$ cat config.mk
export PLATFORM = sky130hd
export DESIGN_NAME = fast_frame_ctrl_flat
export DESIGN_NICKNAME = d
export VERILOG_FILES = /design/src/rtl/fast_frame_ctrl_if.sv /design/src/rtl/fast_frame_ctrl.sv /design/src/flat_wrapper.sv
export SDC_FILE = /design/constraint.sdc
export NUM_CORES = 1
export LEC_CHECK = 0
export CAP_MARGIN = 20
export CORE_AREA = 2 2 203 205
export CTS_CLUSTER_DIAMETER = 50
export DETAILED_ROUTE_END_ITERATION = 7
export DIE_AREA = 0 0 205 207
export PLACE_DENSITY = 0.61
export SYNTH_ARGS = -nofsm -noshare
export SYNTH_HDL_FRONTEND = slang
export SYNTH_SLANG_ARGS = --single-unit
$ cat constraint.sdc
create_clock -name clk -period 3.2 [get_ports clk]
set_input_delay 0.48 -clock clk [delete_from_list [all_inputs] [get_ports clk]]
set_output_delay 0.48 -clock clk [all_outputs]
set_load 0.005 [all_outputs]
$ cat src/rtl/fast_frame_ctrl_if.sv
// Pixel-in and corner-out valid/ready streams of the FAST frame controller.
// The master modport is the source/sink side; slave is the controller.
interface fast_frame_ctrl_if #(
    parameter int PIXEL_WIDTH = 8
);
    logic                   pix_valid;
    logic [PIXEL_WIDTH-1:0] pix_data;
    logic                   pix_ready;
    logic                   crn_valid;
    logic                   crn_ready;
    logic [9:0]             crn_x;
    logic [9:0]             crn_y;

    modport master (
        output pix_valid, pix_data, crn_ready,
        input  pix_ready, crn_valid, crn_x, crn_y
    );

    modport slave (
        input  pix_valid, pix_data, crn_ready,
        output pix_ready, crn_valid, crn_x, crn_y
    );
endinterface

$ cat src/rtl/fast_frame_ctrl.sv
// Frame sequencer and corner FIFO wrapped around the FAST+NMS pipeline.
// Optional per-frame corner cap is enabled by defining FAST_CORNER_LIMIT_EN.
module fast_frame_ctrl #(
    parameter int COL_NUM      = 640,
    parameter int ROW_NUM      = 480,
    parameter int PIXEL_WIDTH  = 8,
    parameter int FLUSH_CYCLES = 2576,
    parameter int FIFO_DEPTH   = 16,
    parameter int MAX_CORNERS  = 500
) (
    input  logic                   clk,
    input  logic                   rst,
    input  logic                   start,
    fast_frame_ctrl_if.slave       bus,
    output logic                   fast_ce,
    output logic [PIXEL_WIDTH-1:0] fast_data,
    input  logic                   fast_iscorner,
    input  logic [9:0]             fast_x,
    input  logic [9:0]             fast_y,
    output logic                   busy,
    output logic                   frame_done,
    output logic [15:0]            corner_count,
    output logic                   limit_hit
);

    localparam int PIX_TOTAL = COL_NUM * ROW_NUM;
    localparam int PIX_W     = $clog2(PIX_TOTAL + 1);
    localparam int FLUSH_W   = $clog2(FLUSH_CYCLES + 1);
    localparam int ADDR_W    = $clog2(FIFO_DEPTH);
    localparam int CNT_W     = ADDR_W + 1;

    // state | meaning
    // IDLE  | waiting for start, pipeline clock gated
    // RUN   | forwarding source pixels to the pipeline
    // FLUSH | feeding zero pixels so edge-row corners come out
    // DRAIN | waiting for the corner FIFO to empty
    typedef enum logic [1:0] {IDLE, RUN, FLUSH, DRAIN} state_t;

    state_t             state;
    logic [PIX_W-1:0]   pix_cnt;
    logic [FLUSH_W-1:0] flush_cnt;
    logic [19:0]        mem [FIFO_DEPTH];
    logic [ADDR_W-1:0]  wr_ptr;
    logic [ADDR_W-1:0]  rd_ptr;
    logic [CNT_W-1:0]   fifo_count;

    logic has_room;
    logic accept;
    logic corner_seen;
    logic push;
    logic pop;
    logic crn_valid_int;

    assign has_room      = fifo_count <= CNT_W'(FIFO_DEPTH - 2);
    assign accept        = bus.pix_valid && bus.pix_ready;
    assign corner_seen   = fast_ce && fast_iscorner;
    assign crn_valid_int = fifo_count != '0;
    assign pop           = crn_valid_int && bus.crn_ready;

    assign bus.pix_ready = (state == RUN) && has_room;
    assign bus.crn_valid = crn_valid_int;
    assign bus.crn_x     = crn_valid_int ? mem[rd_ptr][19:10] : '0;
    assign bus.crn_y     = crn_valid_int ? mem[rd_ptr][9:0]   : '0;
    assign busy          = state != IDLE;

`ifdef FAST_CORNER_LIMIT_EN
    logic at_cap;
    assign at_cap = corner_count == 16'(MAX_CORNERS);
    assign push   = corner_seen && !at_cap;

    always_ff @(posedge clk) begin
        if (rst) begin
            limit_hit <= 1'b0;
        end else if (state == IDLE && start) begin
            limit_hit <= 1'b0;
        end else if (corner_seen && at_cap) begin
            limit_hit <= 1'b1;
        end
    end
`else
    assign push      = corner_seen;
    assign limit_hit = 1'b0;
`endif

    always_ff @(posedge clk) begin
        if (rst) begin
            state      <= IDLE;
            pix_cnt    <= '0;
            flush_cnt  <= '0;
            fast_ce    <= 1'b0;
            fast_data  <= '0;
            frame_done <= 1'b0;
        end else begin
            fast_ce    <= 1'b0;
            frame_done <= 1'b0;
            case (state)
                IDLE: begin
                    if (start) begin
                        state     <= RUN;
                        pix_cnt   <= '0;
                        flush_cnt <= '0;
                    end
                end
                RUN: begin
                    if (accept) begin
                        fast_ce   <= 1'b1;
                        fast_data <= bus.pix_data;
                        pix_cnt   <= pix_cnt + PIX_W'(1);
                        if (pix_cnt == PIX_W'(PIX_TOTAL - 1)) begin
                            state <= FLUSH;
                        end
                    end
                end
                FLUSH: begin
                    if (has_room) begin
                        fast_ce   <= 1'b1;
                        fast_data <= '0;
                        flush_cnt <= flush_cnt + FLUSH_W'(1);
                        if (flush_cnt == FLUSH_W'(FLUSH_CYCLES - 1)) begin
                            state <= DRAIN;
                        end
                    end
                end
                DRAIN: begin
                    // The last flush pixel can still yield a corner on the first DRAIN edge.
                    if (fifo_count == '0 && !push) begin
                        frame_done <= 1'b1;
                        state      <= IDLE;
                    end
                end
                default: state <= IDLE;
            endcase
        end
    end

    always_ff @(posedge clk) begin
        if (rst) begin
            corner_count <= '0;
        end else if (state == IDLE && start) begin
            corner_count <= '0;
        end else if (push && corner_count != 16'hFFFF) begin
            corner_count <= corner_count + 16'd1;
        end
    end

    always_ff @(posedge clk) begin
        if (push) begin
            mem[wr_ptr] <= {fast_x, fast_y};
        end
    end

    always_ff @(posedge clk) begin
        if (rst) begin
            wr_ptr     <= '0;
            rd_ptr     <= '0;
            fifo_count <= '0;
        end else begin
            if (push) begin
                wr_ptr <= wr_ptr + ADDR_W'(1);
            end
            if (pop) begin
                rd_ptr <= rd_ptr + ADDR_W'(1);
            end
            case ({push, pop})
                2'b10:   fifo_count <= fifo_count + CNT_W'(1);
                2'b01:   fifo_count <= fifo_count - CNT_W'(1);
                default: ;
            endcase
        end
    end

endmodule

$ cat src/flat_wrapper.sv
// flat-port wrapper written by rule: the top's interface ports become plain ports
module fast_frame_ctrl_flat 
#(
    parameter int COL_NUM      = 640,
    parameter int ROW_NUM      = 480,
    parameter int PIXEL_WIDTH  = 8,
    parameter int FLUSH_CYCLES = 2576,
    parameter int FIFO_DEPTH   = 16,
    parameter int MAX_CORNERS  = 500
)
  (clk, rst, start, fast_ce, fast_data, fast_iscorner, fast_x, fast_y, busy, frame_done, corner_count, limit_hit, bus_pix_valid, bus_pix_data, bus_crn_ready, bus_pix_ready, bus_crn_valid, bus_crn_x, bus_crn_y);
  fast_frame_ctrl_if #(.PIXEL_WIDTH(PIXEL_WIDTH)) bus_i ();
  input  logic clk;
  input  logic rst;
  input  logic start;
  output logic fast_ce;
  output logic [PIXEL_WIDTH-1:0] fast_data;
  input  logic fast_iscorner;
  input  logic [9:0] fast_x;
  input  logic [9:0] fast_y;
  output logic busy;
  output logic frame_done;
  output logic [15:0] corner_count;
  output logic limit_hit;
  input wire logic [$bits(bus_i.pix_valid)-1:0] bus_pix_valid;
  input wire logic [$bits(bus_i.pix_data)-1:0] bus_pix_data;
  input wire logic [$bits(bus_i.crn_ready)-1:0] bus_crn_ready;
  output wire logic [$bits(bus_i.pix_ready)-1:0] bus_pix_ready;
  output wire logic [$bits(bus_i.crn_valid)-1:0] bus_crn_valid;
  output wire logic [$bits(bus_i.crn_x)-1:0] bus_crn_x;
  output wire logic [$bits(bus_i.crn_y)-1:0] bus_crn_y;
  assign bus_i.pix_valid = bus_pix_valid;
  assign bus_i.pix_data = bus_pix_data;
  assign bus_i.crn_ready = bus_crn_ready;
  assign bus_pix_ready = bus_i.pix_ready;
  assign bus_crn_valid = bus_i.crn_valid;
  assign bus_crn_x = bus_i.crn_x;
  assign bus_crn_y = bus_i.crn_y;
  fast_frame_ctrl #(.COL_NUM(COL_NUM), .ROW_NUM(ROW_NUM), .PIXEL_WIDTH(PIXEL_WIDTH), .FLUSH_CYCLES(FLUSH_CYCLES), .FIFO_DEPTH(FIFO_DEPTH), .MAX_CORNERS(MAX_CORNERS)) u_core (.clk(clk), .rst(rst), .start(start), .bus(bus_i), .fast_ce(fast_ce), .fast_data(fast_data), .fast_iscorner(fast_iscorner), .fast_x(fast_x), .fast_y(fast_y), .busy(busy), .frame_done(frame_done), .corner_count(corner_count), .limit_hit(limit_hit));
endmodule
==> impl_metrics.tcl <==
set metrics [dict create \
    reg2reg_from "u_core.state[0]" \
    hold_depth 1 \
    dr_total_vias 8577 \
    vias_per_cell 5.23 \
    power.density_nw_per_um2 657 \
    cts_buffer_depth 3 \
    grt.total_usage_pct 17.0 \
    fin_crit_ns 3.21 \
    ant_nets 0 \
    min_to "u_core.fast_data[1]" \
    grt_pass1_wl_mm 54.2 \
    start_util_pct 39.3 \
    r2r_end "u_core.flush_cnt[5]" \
    synth_cells 903 \
    final_common_cell "edfxtp_1" \
    grt_overflow 0 \
    clock_skew_ns 0.0136 \
    rr_worst_depth 7 \
    floorplan.die_area_um2 42400 \
    violations "negative setup slack" \
    synth-async-reset-ratio_pct 0 \
    worstSetupEndpointType "output port" \
    layout-drive-gt1-share_pct 27.8 \
    clkLatencyLatePin_ns 0.57 \
    dpl_worst_slack_ns 0.357 \
    gp_congestion 0.723 \
    wl_per_cell_um 21.5 \
    hpwl_mm 19.3 \
    hold-worst-slack_ns 0.477 \
    cts_hold_buf 0 \
    multiInputGateArea_um2 4550 \
    clk_transition_reported_paths_ns 0.06 \
    core-area_um2 40400 \
    hold_path.class "flop to flop" \
    path_class "flop to output port" \
    ir_drop_v 0.000354 \
    worstPathMaxFanout 4 \
    grt_max_degree 30 \
    cts_root_buf "clkbuf_16" \
    layout_common_cells "edfxtp_1, mux4_2, dfxtp_1" \
    num_antenna_cells 0 \
    synth-main-ff-cell "edfxtp_1" \
    placed_cells 1511 \
    synth_cell_type_count 51 \
    fin_ws_ns -0.0120 \
    rsz0062_at_grt "true" \
    finalCritPeriodShare_pct 100 \
    dr.pass1.iters 5 \
    drc 0 \
    place.port_buffers 82 \
    cts_buffers 44 \
    critical_path_arrival_ns 2.73 \
    clkSinkCount 396 \
    grt_pass1_vias 8930 \
    ctsHtreeMaxLevel 2 \
    fin_cells 1640 \
    fill_cells 3399 \
    syn_to_final_growth_pct 24.4 \
    drt-total-wl_mm 35.3 \
    ff2ff_setup_slack_ns 0.82 \
    dieHeight_um 207 \
    clock.fmax_ghz 0.311 \
    cellLeakagePower_nw 6.36 \
    cp.required_ns 2.72 \
    slew_violations 0 \
    hp-start "u_core.fast_data[1]" \
    antenna_found_initial 0 \
    ys_seq_area_share_pct 70.1 \
    die_w_um 205 \
    yosysWarnings 0 \
    cts_tree "done" \
    final_cell_area_um2 19800 \
    fin_nets 1122 \
    num_rows 74 \
    utilization_pct 49.0 \
    relSlewSlack_pct 36.6 \
    synth_edf_count 320 \
    finalHoldViolCount 0 \
    seqCellArea_um2 11100 \
    synth_nets 951 \
    worst_pin_slew_ns 0.946 \
    startpoint_type "flop" \
    total_power_mw 13.0 \
    place_area_um2 17600 \
    tns_ns -0.0364 \
    syn_area_um2 15900 \
    cap_violations 0 \
    ys_ff_latch 396 \
    finalSetupViolCount 5 \
    ios 84 \
    syn_area_per_cell_um2 17.6 \
    run_status "finished, violations left" \
    drtIter0Drc 672 \
]
logic make-up after synthesis:
group / Yosys count / synth area share, %
AOI/OAI and AO/OA: 65 / 2.76
xor gates and xnor gates: 48 / 2.65
adders and majority gates: 14 / 1.10
buffers and inverters: 55 / 1.80
DFF: 396 / 70.1
muxes: 106 / 14.6
other: 1 / 0.0236
and+or+nand+nor: 218 / 7.03
cells in the mapped netlist, types with 9 or more instances:
| master | count | area share (%) |
|---|---|---|
| and2_1 | 24 | 0.95 |
| dfxtp_1 | 76 | 9.6 |
| o21ai_0 | 17 | 0.54 |
| ha_1 | 14 | 1.1 |
| nor3_1 | 13 | 0.41 |
| edfxtp_1 | 320 | 60 |
| xor2_1 | 19 | 1.0 |
| a21oi_1 | 18 | 0.57 |
| xnor2_1 | 29 | 1.6 |
| nor4_1 | 9 | 0.35 |
| nand2_1 | 35 | 0.83 |
| nor2_1 | 74 | 1.7 |
| nand3_1 | 15 | 0.47 |
| inv_1 | 10 | 0.24 |
| clkbuf_1 | 29 | 0.69 |
| nand4_1 | 12 | 0.47 |
| buf_6 | 9 | 0.64 |
| mux4_2 | 100 | 14 |
timing repair:
| action | in CTS | in global routing |
|---|---|---|
| resized for setup | 101 | 26 |
| buffers inserted | 37 | 10 |
| setup endpoints to repair | 20 | 20 |
| pin swaps | 0 | 0 |
| cloned | 9 | 0 |
report_power, final:
group	total, mW	leakage [nW]	internal [mW]	switching, mW
registers	5.71	3.49	5.64	0.0673
logic	2.21	2.16	1.27	0.936
clock network	5.07	0.715	3.01	2.06
total	13.0	6.36	9.92	3.07
final cells by class:
type                            instances  share of cell area [%]
Sequential cell                       396                    56.4
Multi-Input combinational cell        452                    23.0
Timing Repair Buffer                  169                    9.64
Clock buffer                           54                    5.86
Tap cell                              532                    3.37
Clock inverter                         26                    1.53
Inverter                               11                   0.209
worst max path at each step:
stage                       start  slack (ns)  cells past startpoint               end
detailed placement           flop        0.36                      5      bus_crn_y[2]
finish                       flop       -0.01                      9      bus_crn_y[9]
global route                 flop       -0.09                      9      bus_crn_y[6]
CTS                          flop       -0.07                      8      bus_crn_x[1]
global placement             flop        0.40                      5      bus_crn_y[2]
floorplan           fast_iscorner        0.22                      5  u_core.mem[0][0]
critical path: stages, from the launching register on:
cell and delay, ns:
dfxtp_4 0.36, buf_12 0.13, buf_12 0.12, buf_12 0.10
buf_8 0.11, buf_6 0.09, mux4_2 0.47, mux4_2 0.50
and2_4 0.18, buf_6 0.10
sequential cells by signal, summed over array words and instances (netlist names), named ones only:
name,count
u_core.mem,320
u_core.pix_cnt,19
u_core.corner_count,16
u_core.flush_cnt,12
u_core.fast_data,8
u_core.fifo_count,5
u_core.rd_ptr,4
u_core.wr_ptr,4
u_core.state,2
u_core.fast_ce,1
u_core.frame_done,1
routing by layer:
layer	part of all wire [%]	up-vias	GRT usage [%]	routed length [µm]
li1	-	3920	-	-
met1	41	4382	22.3	14600
met2	51	221	29.2	18100
met3	5.5	54	2.94	1940
met4	2.0	0	4.76	711
met5	0	-	0	0
Note: power is estimated with default switching activity, not from simulation.
